### src/rtl/gpu_host_ctrl.sv
// rtl/gpu_host_ctrl.sv - host command sequencer owning the GPU datapath host ports
// Optional run-time watchdog is compiled in with GPU_HOST_CTRL_WATCHDOG_EN.
module gpu_host_ctrl #(
  parameter int unsigned TIMEOUT_CYCLES = 65536
) (
  input  logic        clk,
  input  logic        rst_n,
  input  logic        cmd_valid,
  output logic        cmd_ready,
  input  logic [2:0]  cmd_op,
  input  logic [7:0]  cmd_addr,
  input  logic [63:0] cmd_wdata,
  output logic        rsp_valid,
  output logic [63:0] rsp_data,
  output logic        rsp_err,
  output logic        gpu_rst_n,
  output logic        imem_host_we,
  output logic [6:0]  imem_host_addr,
  output logic [31:0] imem_host_data,
  output logic        dmem_host_we,
  output logic [7:0]  dmem_host_wr_addr,
  output logic [63:0] dmem_host_wr_data,
  output logic [7:0]  dmem_host_rd_addr,
  input  logic [63:0] dmem_host_rd_data,
  input  logic        halted,
  input  logic [31:0] pc_in,
  output logic [1:0]  state_out,
  output logic        timeout
);

  typedef enum logic [1:0] {S_LOAD = 2'd0, S_RUN = 2'd1, S_DONE = 2'd2} state_t;
  typedef enum logic [1:0] {RD_IDLE = 2'd0, RD_ADDR = 2'd1, RD_DATA = 2'd2} rd_phase_t;

  localparam logic [2:0] OP_NOP       = 3'd0;
  localparam logic [2:0] OP_WR_IMEM   = 3'd1;
  localparam logic [2:0] OP_WR_DMEM   = 3'd2;
  localparam logic [2:0] OP_RD_DMEM   = 3'd3;
  localparam logic [2:0] OP_START     = 3'd4;
  localparam logic [2:0] OP_STOP      = 3'd5;
  localparam logic [2:0] OP_RD_STATUS = 3'd6;

`ifdef GPU_HOST_CTRL_WATCHDOG_EN
  localparam logic [31:0] WDOG_LAST = 32'(TIMEOUT_CYCLES - 1);
`else
  logic [31:0] unused_timeout_cycles;
  assign unused_timeout_cycles = 32'(TIMEOUT_CYCLES);
`endif

  state_t      state_q, state_d;
  rd_phase_t   rd_phase_q, rd_phase_d;
  logic [31:0] cycle_cnt_q, cycle_cnt_d;
  logic        timeout_q, timeout_d;
  logic        cmd_ready_d, rsp_valid_d, rsp_err_d, gpu_rst_n_d;
  logic [63:0] rsp_data_d;
  logic        imem_we_d, dmem_we_d;
  logic [6:0]  imem_addr_d;
  logic [31:0] imem_data_d;
  logic [7:0]  dmem_wr_addr_d, dmem_rd_addr_d;
  logic [63:0] dmem_wr_data_d;

  assign state_out = state_q;
  assign timeout   = timeout_q;

  always_ff @(posedge clk or negedge rst_n) begin
    if (!rst_n) begin
      state_q           <= S_LOAD;
      rd_phase_q        <= RD_IDLE;
      cycle_cnt_q       <= '0;
      timeout_q         <= 1'b0;
      cmd_ready         <= 1'b1;
      rsp_valid         <= 1'b0;
      rsp_err           <= 1'b0;
      rsp_data          <= '0;
      gpu_rst_n         <= 1'b0;
      imem_host_we      <= 1'b0;
      imem_host_addr    <= '0;
      imem_host_data    <= '0;
      dmem_host_we      <= 1'b0;
      dmem_host_wr_addr <= '0;
      dmem_host_wr_data <= '0;
      dmem_host_rd_addr <= '0;
    end else begin
      state_q           <= state_d;
      rd_phase_q        <= rd_phase_d;
      cycle_cnt_q       <= cycle_cnt_d;
      timeout_q         <= timeout_d;
      cmd_ready         <= cmd_ready_d;
      rsp_valid         <= rsp_valid_d;
      rsp_err           <= rsp_err_d;
      rsp_data          <= rsp_data_d;
      gpu_rst_n         <= gpu_rst_n_d;
      imem_host_we      <= imem_we_d;
      imem_host_addr    <= imem_addr_d;
      imem_host_data    <= imem_data_d;
      dmem_host_we      <= dmem_we_d;
      dmem_host_wr_addr <= dmem_wr_addr_d;
      dmem_host_wr_data <= dmem_wr_data_d;
      dmem_host_rd_addr <= dmem_rd_addr_d;
    end
  end

  always_comb begin
    state_d        = state_q;
    rd_phase_d     = rd_phase_q;
    cycle_cnt_d    = cycle_cnt_q;
    timeout_d      = timeout_q;
    cmd_ready_d    = cmd_ready;
    rsp_valid_d    = 1'b0;
    rsp_err_d      = 1'b0;
    rsp_data_d     = '0;
    gpu_rst_n_d    = gpu_rst_n;
    imem_we_d      = 1'b0;
    imem_addr_d    = imem_host_addr;
    imem_data_d    = imem_host_data;
    dmem_we_d      = 1'b0;
    dmem_wr_addr_d = dmem_host_wr_addr;
    dmem_wr_data_d = dmem_host_wr_data;
    dmem_rd_addr_d = dmem_host_rd_addr;

    // Run-time events first; an accepted STOP below overrides them.
    if (state_q == S_RUN) begin
      if (cycle_cnt_q != '1) cycle_cnt_d = cycle_cnt_q + 32'd1;
      if (halted) begin
        state_d = S_DONE;
      end
`ifdef GPU_HOST_CTRL_WATCHDOG_EN
      else if (cycle_cnt_q == WDOG_LAST) begin
        state_d     = S_LOAD;
        gpu_rst_n_d = 1'b0;
        timeout_d   = 1'b1;
      end
`endif
    end

    // Read pipeline: address out after E0, RAM data valid after E1, captured at E2.
    case (rd_phase_q)
      RD_ADDR: rd_phase_d = RD_DATA;
      RD_DATA: begin
        rd_phase_d  = RD_IDLE;
        rsp_valid_d = 1'b1;
        rsp_data_d  = dmem_host_rd_data;
        cmd_ready_d = 1'b1;
      end
      default: rd_phase_d = RD_IDLE;
    endcase

    if (cmd_valid && cmd_ready) begin
      rsp_valid_d = 1'b1;
      case (cmd_op)
        OP_NOP: ;
        OP_WR_IMEM: begin
          if (state_q == S_LOAD) begin
            imem_we_d   = 1'b1;
            imem_addr_d = cmd_addr[6:0];
            imem_data_d = cmd_wdata[31:0];
          end else begin
            rsp_err_d = 1'b1;
          end
        end
        OP_WR_DMEM: begin
          if (state_q == S_LOAD) begin
            dmem_we_d      = 1'b1;
            dmem_wr_addr_d = cmd_addr;
            dmem_wr_data_d = cmd_wdata;
          end else begin
            rsp_err_d = 1'b1;
          end
        end
        OP_RD_DMEM: begin
          if (state_q == S_RUN) begin
            rsp_err_d = 1'b1;
          end else begin
            rsp_valid_d    = 1'b0;
            dmem_rd_addr_d = cmd_addr;
            rd_phase_d     = RD_ADDR;
            cmd_ready_d    = 1'b0;
          end
        end
        OP_START: begin
          if (state_q == S_LOAD) begin
            state_d     = S_RUN;
            gpu_rst_n_d = 1'b1;
            cycle_cnt_d = '0;
            timeout_d   = 1'b0;
          end else begin
            rsp_err_d = 1'b1;
          end
        end
        OP_STOP: begin
          state_d     = S_LOAD;
          gpu_rst_n_d = 1'b0;
          cycle_cnt_d = cycle_cnt_q;
          timeout_d   = timeout_q;
        end
        OP_RD_STATUS: rsp_data_d = {cycle_cnt_q, pc_in};
        default: rsp_err_d = 1'b1;
      endcase
    end
  end

endmodule

### config.mk
export PLATFORM = sky130hd
export DESIGN_NAME = gpu_host_ctrl
export DESIGN_NICKNAME = d
export VERILOG_FILES = /design/src/rtl/gpu_host_ctrl.sv
export SDC_FILE = /design/constraint.sdc
export NUM_CORES = 1
export LEC_CHECK = 0
export BUFFER_PORTS_ARGS = -buffer_cell sky130_fd_sc_hd__buf_2
export CAP_MARGIN = 20
export CORE_MARGIN = 2
export CORE_UTILIZATION = 42
export CTS_BUF_LIST = sky130_fd_sc_hd__clkbuf_16
export DETAILED_ROUTE_END_ITERATION = 8
export PLACE_DENSITY = 0.75
export SLEW_MARGIN = 20
export SYNTH_ARGS = -nofsm -noshare
export SYNTH_HDL_FRONTEND = slang
export SYNTH_SLANG_ARGS = --single-unit
### constraint.sdc
create_clock -name clk -period 2.65 [get_ports clk]
set_clock_uncertainty 0.1 [all_clocks]
set_input_delay 0.265 -clock clk [delete_from_list [all_inputs] [get_ports clk]]
set_output_delay 0.265 -clock clk [all_outputs]
set_load 0.005 [all_outputs]
**Yosys cells after proc, flatten, opt, wreduce, memory -nomap -nowiden**

Cells that the tools add are included.

- Bits of input ports: 175
- Logic and storage cells: 74
- Output and inout bits: 192
- Bits in registers: 225

- Eq/ne operators: 12
- Bitwise operators: 1
- Multiplexer cells: 35
- Reductions and logical operators: 10
- Add/sub/neg operators: 1

Operators with widths:

| operator | count |
|---|---|
| 2-to-1 mux 64 bit | 3 |
| 2-to-1 mux 32 bit | 4 |
| one-hot mux 32 bit (2 select lines) | 1 |
| adder 32 x 1 -> 32 bit, second input constant | 1 |
| != test 32 bit, second input constant | 1 |
| 2-to-1 mux 1 bit | 16 |
| 2-to-1 mux 2 bit | 8 |
| AND reduction 3 bit | 4 |
| == test 3 bit, second input constant | 3 |
| == test 3 x 2 -> 1 bit, second input constant | 2 |
| OR reduction 3 bit | 2 |
| == test 2 x 1 -> 1 bit, second input constant | 2 |
| != test 2 bit, second input constant | 2 |
| one-hot mux 2 bit (2 select lines) | 1 |
| == test 3 x 1 -> 1 bit, second input constant | 1 |
| zero test 3 bit | 1 |
| one-hot mux 1 bit (3 select lines) | 1 |
| == test 2 bit, second input constant | 1 |
| zero test 2 bit | 1 |
| one-hot mux 1 bit (2 select lines) | 1 |
| nonzero test 2 bit | 1 |
| logical AND 1 bit | 1 |
| inverter 1 bit | 1 |

**Logic depth before layout (Yosys ltp)**

Gate-level depths: netlist of the first run.

- Word-level depth: 6
- Mapped depth: 8
- Gate-level depth less buffers: 6

**Least setup slack after synthesis of the first run**

OpenSTA, ideal clock, no wires.

- Kind: flip-flop to flip-flop
- From: reg cycle_cnt_q[0]
- To: reg cycle_cnt_q[24]
- Setup slack: 0.423 ns
- Arrival time: 2.049 ns
- Buffers on the path: 0
- Data required time: 2.472 ns
- Library setup time: 0.078 ns
- Cell stages (with the launch flop): 7
- Clock period less this slack: 2.227 ns
- Cell sequence: dfrtp_1 > ha_1 > nand3_1 > or4_1 > a311o_1 > or3_1 > a21oi_1

- Word-level cells in the longest chain between the ends: 6
- Elaborated cells on any way between the ends: 7
- Classes of those cells: 1 x add/sub; 1 x eq/ne; 5 x mux

RTL lines:

| item | RTL line | RTL |
|---|---|---|
| start, declared | 51 | `logic [31:0] cycle_cnt_q, cycle_cnt_d;` |
| start signal, assigned | 85 | `cycle_cnt_q <= cycle_cnt_d;` |
| adder 32 x 1 -> 32 bit / != test 32 bit (equally long branches) | 122 | `if (cycle_cnt_q != '1) cycle_cnt_d = cycle_cnt_q + 32'd1;` |
| 2-to-1 mux 32 bit (*) | 122 |  |
| 2-to-1 mux 32 bit (*) | 121 | `if (state_q == S_RUN) begin` |
| 2-to-1 mux 32 bit | 180 | `if (state_q == S_LOAD) begin` |
| one-hot mux 32 bit (2 select lines) | 149 | `case (cmd_op)` |
| 2-to-1 mux 32 bit (*) | 147 | `if (cmd_valid && cmd_ready) begin` |

Every way passes the cells marked *; elsewhere a longest branch is shown, timed or not.
A chain may end at the register's enable or synchronous reset.

**Worst setup path after layout of the first run**

Same ends and word-level chain as after synthesis.

==> flow_summary.json, run 1 <==
{
  "status": "finished clean",
  "synth_area_leader_cell": "dfrtp_1",
  "die_h_microns": 152,
  "synthArstFlopShare_pct": 100,
  "place_area_sq_um": 11400,
  "initial_core_util_pct": 42.4,
  "clockBufferDepth": 3,
  "cts_tree": "built",
  "powerDensity_nw_per_um2": 802,
  "tightestPinTransition_ns": 0.717,
  "grt_start_max_net_pins": 80,
  "io_pins": 367,
  "n_fill_cell": 1613,
  "worstSetupStartpointType": "flip-flop",
  "clkSlewWorstSetupHoldPaths_ns": 0.06,
  "numCtsBuffers": 25,
  "antenna_found_initial": 6,
  "ys_ff_latch": 225,
  "ant_nets": 0,
  "finalInstanceArea_sq_um": 13900,
  "htree_levels": 1,
  "slew_violations": 0,
  "worstPathRequired_ns": 2.98,
  "hold_viol_final": 0,
  "clk_latency_ns": 0.51,
  "critPathCaptureType": "flip-flop",
  "final_nets": 1500,
  "routed_wl_microns": 30400,
  "setup_violations": 0,
  "yosysSeqAreaShare_pct": 61.4,
  "gp_congestion": 0.918,
  "ys_warn_count": 0,
  "drive_gt1_share_pct": 41.1,
  "postCtsSetupBuffers": 0,
  "num_rows": 54,
  "dp_hpwl_microns": 18900,
  "regToRegSetupSlack_ns": 0.20,
  "critPathMaxFanout": 8,
  "synth.area.top_cells": "dfrtp_1 (61%), mux2_2 (15%), nand2_1 (5.9%), nand3_1 (4.4%), clkbuf_1 (1.3%)",
  "yosys.cell_types.count": 49,
  "synthesis.nets": 958,
  "drt_iter0_drc": 440,
  "leakagePower_nw": 7.29,
  "clockRootBuffer": "clkbuf_16",
  "grt_pass1_vias": 8588,
  "grt_util_met3_pct": 5.42,
  "dr.pass1.iters": 5,
  "synth_cells": 782,
  "max_cap_violations": 0,
  "via_per_inst": 5.24,
  "fin_crit_sh_pct": 92.3,
  "synth-edff-count": 0,
  "use_met1_pct": 28.6,
  "grt.busiest_layer": "met2",
  "grt_util_all_layers_pct": 25.1,
  "syn2layout_area_growth_pct": 51.2,
  "crit_type": "flip-flop to flip-flop",
  "grt_overflow_total": 0,
  "grt_pass1_wl_microns": 45000,
  "die_w_microns": 152,
  "cts.sinks": 225,
  "numPortBuffers": 365,
  "wl_per_cell_microns": 18.7,
  "drcViolationCount": 0,
  "synth.top_cell.area_share_pct": 61.1,
  "grtUsageMet2_pct": 44.1,
  "syn_area_sq_um": 9170,
  "arrival_ns": 2.78,
  "post-route-min-period_ns": 2.45,
  "slew_headroom_pct": 52.2,
  "num_vias": 8507,
  "avgSynthCellArea_sq_um": 11.7,
  "ir_worst_vdd_mv": 0.559,
  "setup_tns_ns": 0,
  "total_power_w": 0.0111,
  "design.die.area_sq_um": 23000,
  "core_sq_um": 21600,
  "max_freq_ghz": 0.409,
  "hp-class": "primary input to flip-flop",
  "grt_setup_unrepaired": "false",
  "synthFlopType": "dfrtp_1"
}
sequential cells by signal, indices dropped and copies added (netlist names), 2 cells and up:
register	cells
imem_host_data	32
cycle_cnt_q	32
rd_phase_q	2
state_out	2
dmem_host_wr_data	64
dmem_host_rd_addr	8
rsp_data	64
dmem_host_wr_addr	8
imem_host_addr	7
worst max-delay path, cell delays in order (launching register included):
cell and delay, ns:
dfrtp_1 0.44, ha_1 0.21, nand3_1 0.14, or4_1 0.52
a311o_1 0.43, or3_1 0.37, a21oi_1 0.15
report_power, final:
group / switching, W / total, W / internal, W
Clock: 0.00136 / 0.00307 / 0.00170
Sequential: 0.000611 / 0.00509 / 0.00448
Combinational: 0.00128 / 0.00296 / 0.00168
Total: 0.00325 / 0.0111 / 0.00787
per-layer routing:
| layer | vias to the layer above | routed length, microns | share of wire [%] |
|---|---|---|---|
| met5 | - | 17 | 0.056 |
| met4 | 2 | 1610 | 5.3 |
| met3 | 132 | 2200 | 7.2 |
| met2 | 404 | 15400 | 51 |
| met1 | 4153 | 11100 | 37 |
| li1 | 3816 | - | - |
cells in the final DEF (no fill, tap or decap), types with 2 or more instances in the layout:
cell             n
mux2i_1          8
buf_2          364
or3_1            5
clkbuf_16       25
nand2_1        144
o21ai_0         14
dlygate4sd3_1  171
a21oi_1         19
clkinv_1         4
diode_2          5
nor2_1          22
buf_12           6
and2_1           4
nand2b_1         4
buf_4           18
nor2b_1          2
nand3_1         79
nor4_1           4
and3_1           3
and4_1           3
or4_1           10
inv_1           14
mux2_2         119
clkinv_2         4
nand4_1         15
nor3_1           7
o31ai_1         11
o211ai_1         4
dfrtp_1        224
kinds of logic (layout without fill, tap and decap cells):
family                   count (synthesis)  count (layout)  share of synthesized area (%)
AND/OR/NAND/NOR                        314             314                           16.3
buffers and inverters                   55             610                           2.59
adder cells (fa/ha/maj)                  1               1                          0.136
other                                    1               6                         0.0409
XOR/XNOR                                 1               1                         0.0955
flip-flops                             225             225                           61.4
AO/OA/AOI/OAI                           58              58                           3.97
multiplexers                           127             127                           15.5
worst paths after layout:
| kind | depth (start not counted) | from | end |
|---|---|---|---|
| max in group asynchronous | 3 | rst_n | cmd_ready$_DFF_PN1_ |
| min in group asynchronous | 2 | rst_n | rsp_data[54]$_DFF_PN0_ |
| hold reg to reg | 1 | rd_phase_q[1]$_DFF_PN0_ | rd_phase_q[1]$_DFF_PN0_ |
| hold / removal | 3 | cmd_op[2] | rsp_err$_DFF_PN0_ |
| setup / recovery | 6 | cycle_cnt_q[0]$_DFFE_PN0P_ | cycle_cnt_q[24]$_DFFE_PN0P_ |
| setup reg to reg | 6 | cycle_cnt_q[0]$_DFFE_PN0P_ | cycle_cnt_q[24]$_DFFE_PN0P_ |
stage by stage:
step	util [%]	setup WS, ns	hold slack, ns	instances
6_report	64.1	0.203	0.0406	1622
3_5_place_dp	52.9	0.244	0.214	1406
2_1_floorplan	-	0.423	-0.131	782
3_3_place_gp	52.9	0.289	0.206	1406
4_1_cts	64.0	0.151	0.0180	1617
5_1_grt	64.1	0.0548	0.0845	1621
cell type report:
| cell class | count | area, sq um | share of cell area (%) |
|---|---|---|---|
| Antenna cell | 5 | 12.5 | 0.0903 |
| Timing Repair Buffer | 560 | 3800 | 27.4 |
| Multi-Input combinational cell | 502 | 3320 | 24.0 |
| Sequential cell | 225 | 5630 | 40.6 |
| Tap cell | 280 | 350 | 2.53 |
| Inverter | 10 | 37.5 | 0.271 |
| Clock inverter | 15 | 78.8 | 0.569 |
| Clock buffer | 25 | 626 | 4.51 |
timing repair:
action,CTS,global route
endpoints found under the setup margin,0,7
gates resized for setup,0,2
hold buffers,171,0
hold endpoints to repair,262,0
synthesized netlist by cell type, types with 2 or more instances:
| library cell | instances |
|---|---|
| nand3_1 | 80 |
| mux2i_1 | 8 |
| nor3_1 | 7 |
| buf_2 | 3 |
| a21oi_1 | 19 |
| nand4_1 | 15 |
| mux2_2 | 119 |
| buf_6 | 2 |
| inv_1 | 10 |
| nand2b_1 | 4 |
| and2_1 | 5 |
| nor2_1 | 22 |
| and3_1 | 3 |
| o31ai_1 | 11 |
| or4_1 | 10 |
| nor2b_1 | 3 |
| and4_1 | 3 |
| o21ai_0 | 14 |
| nor4_1 | 4 |
| o211ai_1 | 4 |
| or3_1 | 5 |
| buf_1 | 6 |
| nand2_1 | 145 |
| clkbuf_1 | 32 |
| dfrtp_1 | 224 |
(Power assumes the default switching activity.)
==> run 2, diff against run 1 <==
==> constraint.sdc (replaced) <==
create_clock -name clk -period 2.65 [get_ports clk]
set_clock_uncertainty 0.1 [all_clocks]
set_input_delay 0.1325 -clock clk [delete_from_list [all_inputs] [get_ports clk]]
set_output_delay 0.1325 -clock clk [all_outputs]
set_load 0.005 [all_outputs]
==> run 2 against run 1 <==
Register-to-register slack got worse by 0.11 ns. Non-clock buffer count rose by 1. Total power rose by 1.4%. Via count fell by 0.51%. Sequential share of layout area fell by 0.099 points. Critical path depth did not move. Setup slack got worse by 0.11 ns. Clock power rose by 4%. Worst hold slack improved by 0.044 ns. Critical endpoint is now rsp_data[21]$_DFF_PN0_. Largest cell class unchanged.
==> flow_summary.json, run 2 (synthesized netlist as in run 1, its figures left out) <==
{
  "status": "finished clean",
  "initial_core_util_pct": 42.4,
  "num_vias": 8464,
  "critPathMaxFanout": 41,
  "hold_viol_final": 0,
  "drt_iter0_drc": 557,
  "clkSlewWorstSetupHoldPaths_ns": 0.06,
  "drive_gt1_share_pct": 40.9,
  "finalNonFillerCells": 1626,
  "leakagePower_nw": 7.31,
  "clk_latency_ns": 0.52,
  "hp-class": "primary input to async pin",
  "total_power_w": 0.0113,
  "ant_nets": 0,
  "die_h_microns": 152,
  "final_common_cell": "buf_2",
  "finalInstanceArea_sq_um": 13900,
  "powerDensity_nw_per_um2": 811,
  "numCtsBuffers": 25,
  "grt_setup_unrepaired": "false",
  "wl_per_cell_microns": 18.6,
  "setup_violations": 0,
  "cts_resized": 0,
  "critPathCaptureType": "flip-flop",
  "grt_util_all_layers_pct": 25.4,
  "slew_headroom_pct": 52.1,
  "cts-hold-fix-buffers": 175,
  "dp_hpwl_microns": 18600,
  "placedCellCount": 1403,
  "ir_worst_vdd_mv": 0.411,
  "cts.sinks": 225,
  "drcViolationCount": 0,
  "crit_type": "flip-flop to flip-flop",
  "io_pins": 367,
  "arrival_ns": 2.85,
  "routed_wl_microns": 30200,
  "max_cap_violations": 0,
  "tightestPinTransition_ns": 0.719,
  "htree_levels": 1,
  "numPortBuffers": 365,
  "slew_violations": 0,
  "fin_crit_sh_pct": 96.5,
  "antenna_found_initial": 4,
  "design.die.area_sq_um": 23000,
  "grt_pass1_wl_microns": 45500,
  "mostFrequentLayoutCells": "buf_2 (364), dfrtp_1 (224), dlygate4sd3_1 (175)",
  "clockBufferDepth": 3,
  "grt_pass1_vias": 8656,
  "post-route-min-period_ns": 2.56,
  "num_rows": 54,
  "setup_tns_ns": 0,
  "core_sq_um": 21600,
  "gp_congestion": 0.922,
  "cts_tree": "built",
  "worstPathRequired_ns": 2.95,
  "place_area_sq_um": 11400,
  "die_w_microns": 152,
  "via_per_inst": 5.21,
  "worstSetupStartpointType": "flip-flop",
  "reg.largest.list": "dmem_host_wr_data x64, rsp_data x64",
  "grt_start_max_net_pins": 80,
  "final_nets": 1501,
  "postCtsSetupBuffers": 0,
  "max_freq_ghz": 0.391,
  "dr.pass1.iters": 5,
  "clockRootBuffer": "clkbuf_16",
  "grt_overflow_total": 0,
  "syn2layout_area_growth_pct": 51.6
}
run 2: per-layer routing:
metal	global-route usage, %	share of wire [%]	up-vias	routed length [microns]
li1	-	-	3824	-
met5	0	0	-	0
met1	28.4	36	4073	10700
met4	13.8	5.1	0	1540
met2	44.0	51	433	15500
met3	6.92	8.2	134	2460
run 2: path summary, 6_finish.rpt:
path / depth (start not counted) / start / endpoint / slack, ns
worst min-delay path: 2 / rst_n / rsp_data[48]$_DFF_PN0_ / 0.08
worst min register to register: 1 / rd_phase_q[1]$_DFF_PN0_ / rd_phase_q[1]$_DFF_PN0_ / 0.33
max in group asynchronous: 3 / rst_n / imem_host_data[24]$_DFFE_PN0P_ / 1.58
min in group clk: 4 / dmem_host_rd_data[27] / rsp_data[27]$_DFF_PN0_ / 0.27
worst max register to register: 6 / cmd_ready$_DFF_PN1_ / rsp_data[21]$_DFF_PN0_ / 0.09
worst max-delay path: 6 / cmd_ready$_DFF_PN1_ / rsp_data[21]$_DFF_PN0_ / 0.09
run 2: area by class of cell:
class | instances | area (sq um)
fill | 1581 | 7720
sequential | 225 | 5630
timing repair buffer | 561 | 3810
multi-input combinational | 502 | 3320
clock buffer | 25 | 626
tap | 280 | 350
clock inverter | 18 | 114
inverter | 10 | 37.5
antenna | 5 | 12.5
run 2: metrics by stage:
stage                     setup WS, ns  utilization, %  hold WS [ns]
after floorplan                  0.423               -        -0.263
after global placement           0.284            52.7        0.0598
after detailed placement         0.239            52.7        0.0670
after CTS                        0.150            64.2         0.127
after global routing           0.00553            64.3         0.154
final                           0.0940            64.3        0.0843
run 2: critical path: stages (launching register included):
cell and delay [ns]:
dfstp_2 0.58, and4b_1 0.27, nand2_2 0.35, buf_12 0.33
nand3_1 0.13, nand2_1 0.08, dlygate4sd3_1 0.57
run 2: report_power, final:
group | internal (W) | total (W) | switching, W
Sequential | 0.00448 | 0.00509 | 0.000606
Combinational | 0.00169 | 0.00300 | 0.00131
Clock | 0.00180 | 0.00318 | 0.00138
Total | 0.00797 | 0.0113 | 0.00330
==> run 3, diff against run 2 <==
--- a/config.mk
+++ b/config.mk
@@ -7,11 +7,12 @@
 export LEC_CHECK = 0
 export BUFFER_PORTS_ARGS = -buffer_cell sky130_fd_sc_hd__buf_2
 export CAP_MARGIN = 20
-export CORE_MARGIN = 2
-export CORE_UTILIZATION = 42
+export CORE_AREA = 2 2 144 146
 export CTS_BUF_LIST = sky130_fd_sc_hd__clkbuf_16
 export DETAILED_ROUTE_END_ITERATION = 8
-export PLACE_DENSITY = 0.75
+export DIE_AREA = 0 0 146 148
+export PLACE_DENSITY = 0.8
+export SETUP_SLACK_MARGIN = 0.4
 export SLEW_MARGIN = 20
 export SYNTH_ARGS = -nofsm -noshare
 export SYNTH_HDL_FRONTEND = slang
==> run 3 against run 2 <==
Critical path depth decreased by 1. Maximum frequency increased by 12%. Global-route usage is 4.2 points higher. Die area shrank 6.2%.
==> flow_summary.json, run 3 (synthesized netlist as in run 1, its figures left out) <==
{
  "status": "finished clean",
  "max_cap_violations": 0,
  "reg.largest.list": "dmem_host_wr_data x64, rsp_data x64",
  "crit_type": "flip-flop to flip-flop",
  "clockRootBuffer": "clkbuf_16",
  "setup_violations": 0,
  "arrival_ns": 2.61,
  "tightestPinTransition_ns": 0.759,
  "ant_nets": 0,
  "grt_pass1_wl_microns": 50600,
  "cts.sinks": 225,
  "dr.pass1.iters": 8,
  "final_nets": 1512,
  "syn2layout_area_growth_pct": 52.6,
  "dp_hpwl_microns": 19400,
  "finalNonFillerCells": 1624,
  "die_h_microns": 148,
  "core_sq_um": 20000,
  "hp-class": "primary input to async pin",
  "htree_levels": 1,
  "slew_violations": 0,
  "numPortBuffers": 365,
  "leakagePower_nw": 7.25,
  "multi_input_area_sq_um": 3370,
  "clockBufferDepth": 3,
  "critPathMaxFanout": 8,
  "antenna_found_initial": 4,
  "num_vias": 8922,
  "setup_tns_ns": 0,
  "grt_setup_unrepaired": "true",
  "grt_overflow_total": 0,
  "wl_per_cell_microns": 20.5,
  "max_freq_ghz": 0.438,
  "fin_crit_sh_pct": 86.1,
  "io_pins": 367,
  "via_per_inst": 5.49,
  "utilization_pct": 69.8,
  "die_w_microns": 146,
  "numCtsBuffers": 24,
  "grt_pass1_vias": 9178,
  "r2r_cells": 5,
  "drt_iter0_drc": 697,
  "hold_viol_final": 0,
  "num_rows": 52,
  "worstPathRequired_ns": 2.98,
  "initial_core_util_pct": 45.8,
  "post-route-min-period_ns": 2.28,
  "drive_gt1_share_pct": 42.3,
  "seq_area_sq_um": 5640,
  "clkSlewWorstSetupHoldPaths_ns": 0.06,
  "drcViolationCount": 0,
  "n_fill_cell": 1321,
  "gp_congestion": 0.864,
  "slew_headroom_pct": 49.4,
  "powerDensity_nw_per_um2": 808,
  "worstSetupStartpointType": "flip-flop",
  "cts_tree": "built",
  "design.die.area_sq_um": 21600,
  "grt_util_all_layers_pct": 29.6,
  "critPathCaptureType": "flip-flop",
  "place_ws_ns": 0.250,
  "clk_latency_ns": 0.52,
  "mostFrequentLayoutCells": "buf_2 (364), dfrtp_1 (218), dlygate4sd3_1 (175)",
  "fin_ws_ns": 0.368,
  "ir_worst_vdd_mv": 0.568,
  "grt_start_max_net_pins": 85,
  "placedCellCount": 1399,
  "final_common_cell": "buf_2",
  "routed_wl_microns": 33400
}
==> run 3: through the flow <==
| stage | cell area (sq um) | hold WS, ns | power (W) |
|---|---|---|---|
| final | 14000 | 0.112 | 0.0113 |
| after global routing | 14000 | 0.169 | 0.0118 |
| after CTS | 13900 | 0.144 | 0.0111 |
| after detailed placement | 11400 | 0.0838 | 0.00792 |
| after global placement | 11400 | 0.0800 | 0.00774 |
| after floorplan | 9170 | -0.263 | 0.00624 |
==> run 3: cell type report <==
class,count,share of cell area [%]
inverters,10,0.268
multi-input cells,502,24.1
well taps,270,2.41
clock buffers,24,4.29
repair buffers,573,28.0
diodes,4,0.0715
flip-flops and latches,225,40.3
clock inverters,16,0.554
==> run 3: worst paths after layout <==
path                                                           to                        from  slack (ns)
worst max-delay path                  cycle_cnt_q[18]$_DFFE_PN0P_  cycle_cnt_q[6]$_DFFE_PN0P_        0.37
worst min-delay path                       imem_host_we$_DFF_PN0_                       rst_n        0.11
worst max register to register        cycle_cnt_q[18]$_DFFE_PN0P_  cycle_cnt_q[6]$_DFFE_PN0P_        0.37
worst min register to register            rd_phase_q[1]$_DFF_PN0_     rd_phase_q[1]$_DFF_PN0_        0.33
max in group asynchronous       dmem_host_wr_data[41]$_DFFE_PN0P_                       rst_n        1.52
min in group clk                           rsp_data[26]$_DFF_PN0_                   pc_in[26]        0.26
==> run 3: critical path, stage by stage, from the launching register on <==
cell     delay [ns]
dfrtp_1        0.48
nand4_4        0.19
or4_4          0.52
a311o_2        0.43
or3_1          0.34
a21oi_2        0.14
==> run 3: timing repair <==
item,4_1_cts,5_1_grt
hold buffers,175,0
pin swaps,1,7
setup endpoints to repair,76,12
resized for setup,3,14
hold endpoints to repair,268,0
setup buffers,4,2
==> run 3: power by group <==
group | total, W | switching (W) | leakage, nW | internal, W
Clock | 0.00296 | 0.00133 | 0.362 | 0.00163
Sequential | 0.00518 | 0.000690 | 2.90 | 0.00449
Combinational | 0.00318 | 0.00143 | 3.98 | 0.00174
Total | 0.0113 | 0.00345 | 7.25 | 0.00786
==> run 3: metal layers <==
layer | vias up | track usage [%] | wire length [microns]
li1 | 3829 | - | -
met1 | 4332 | 33.5 | 11800
met4 | 0 | 16.6 | 2090
met2 | 579 | 52.1 | 16800
met5 | - | 0 | 0
met3 | 182 | 6.48 | 2660
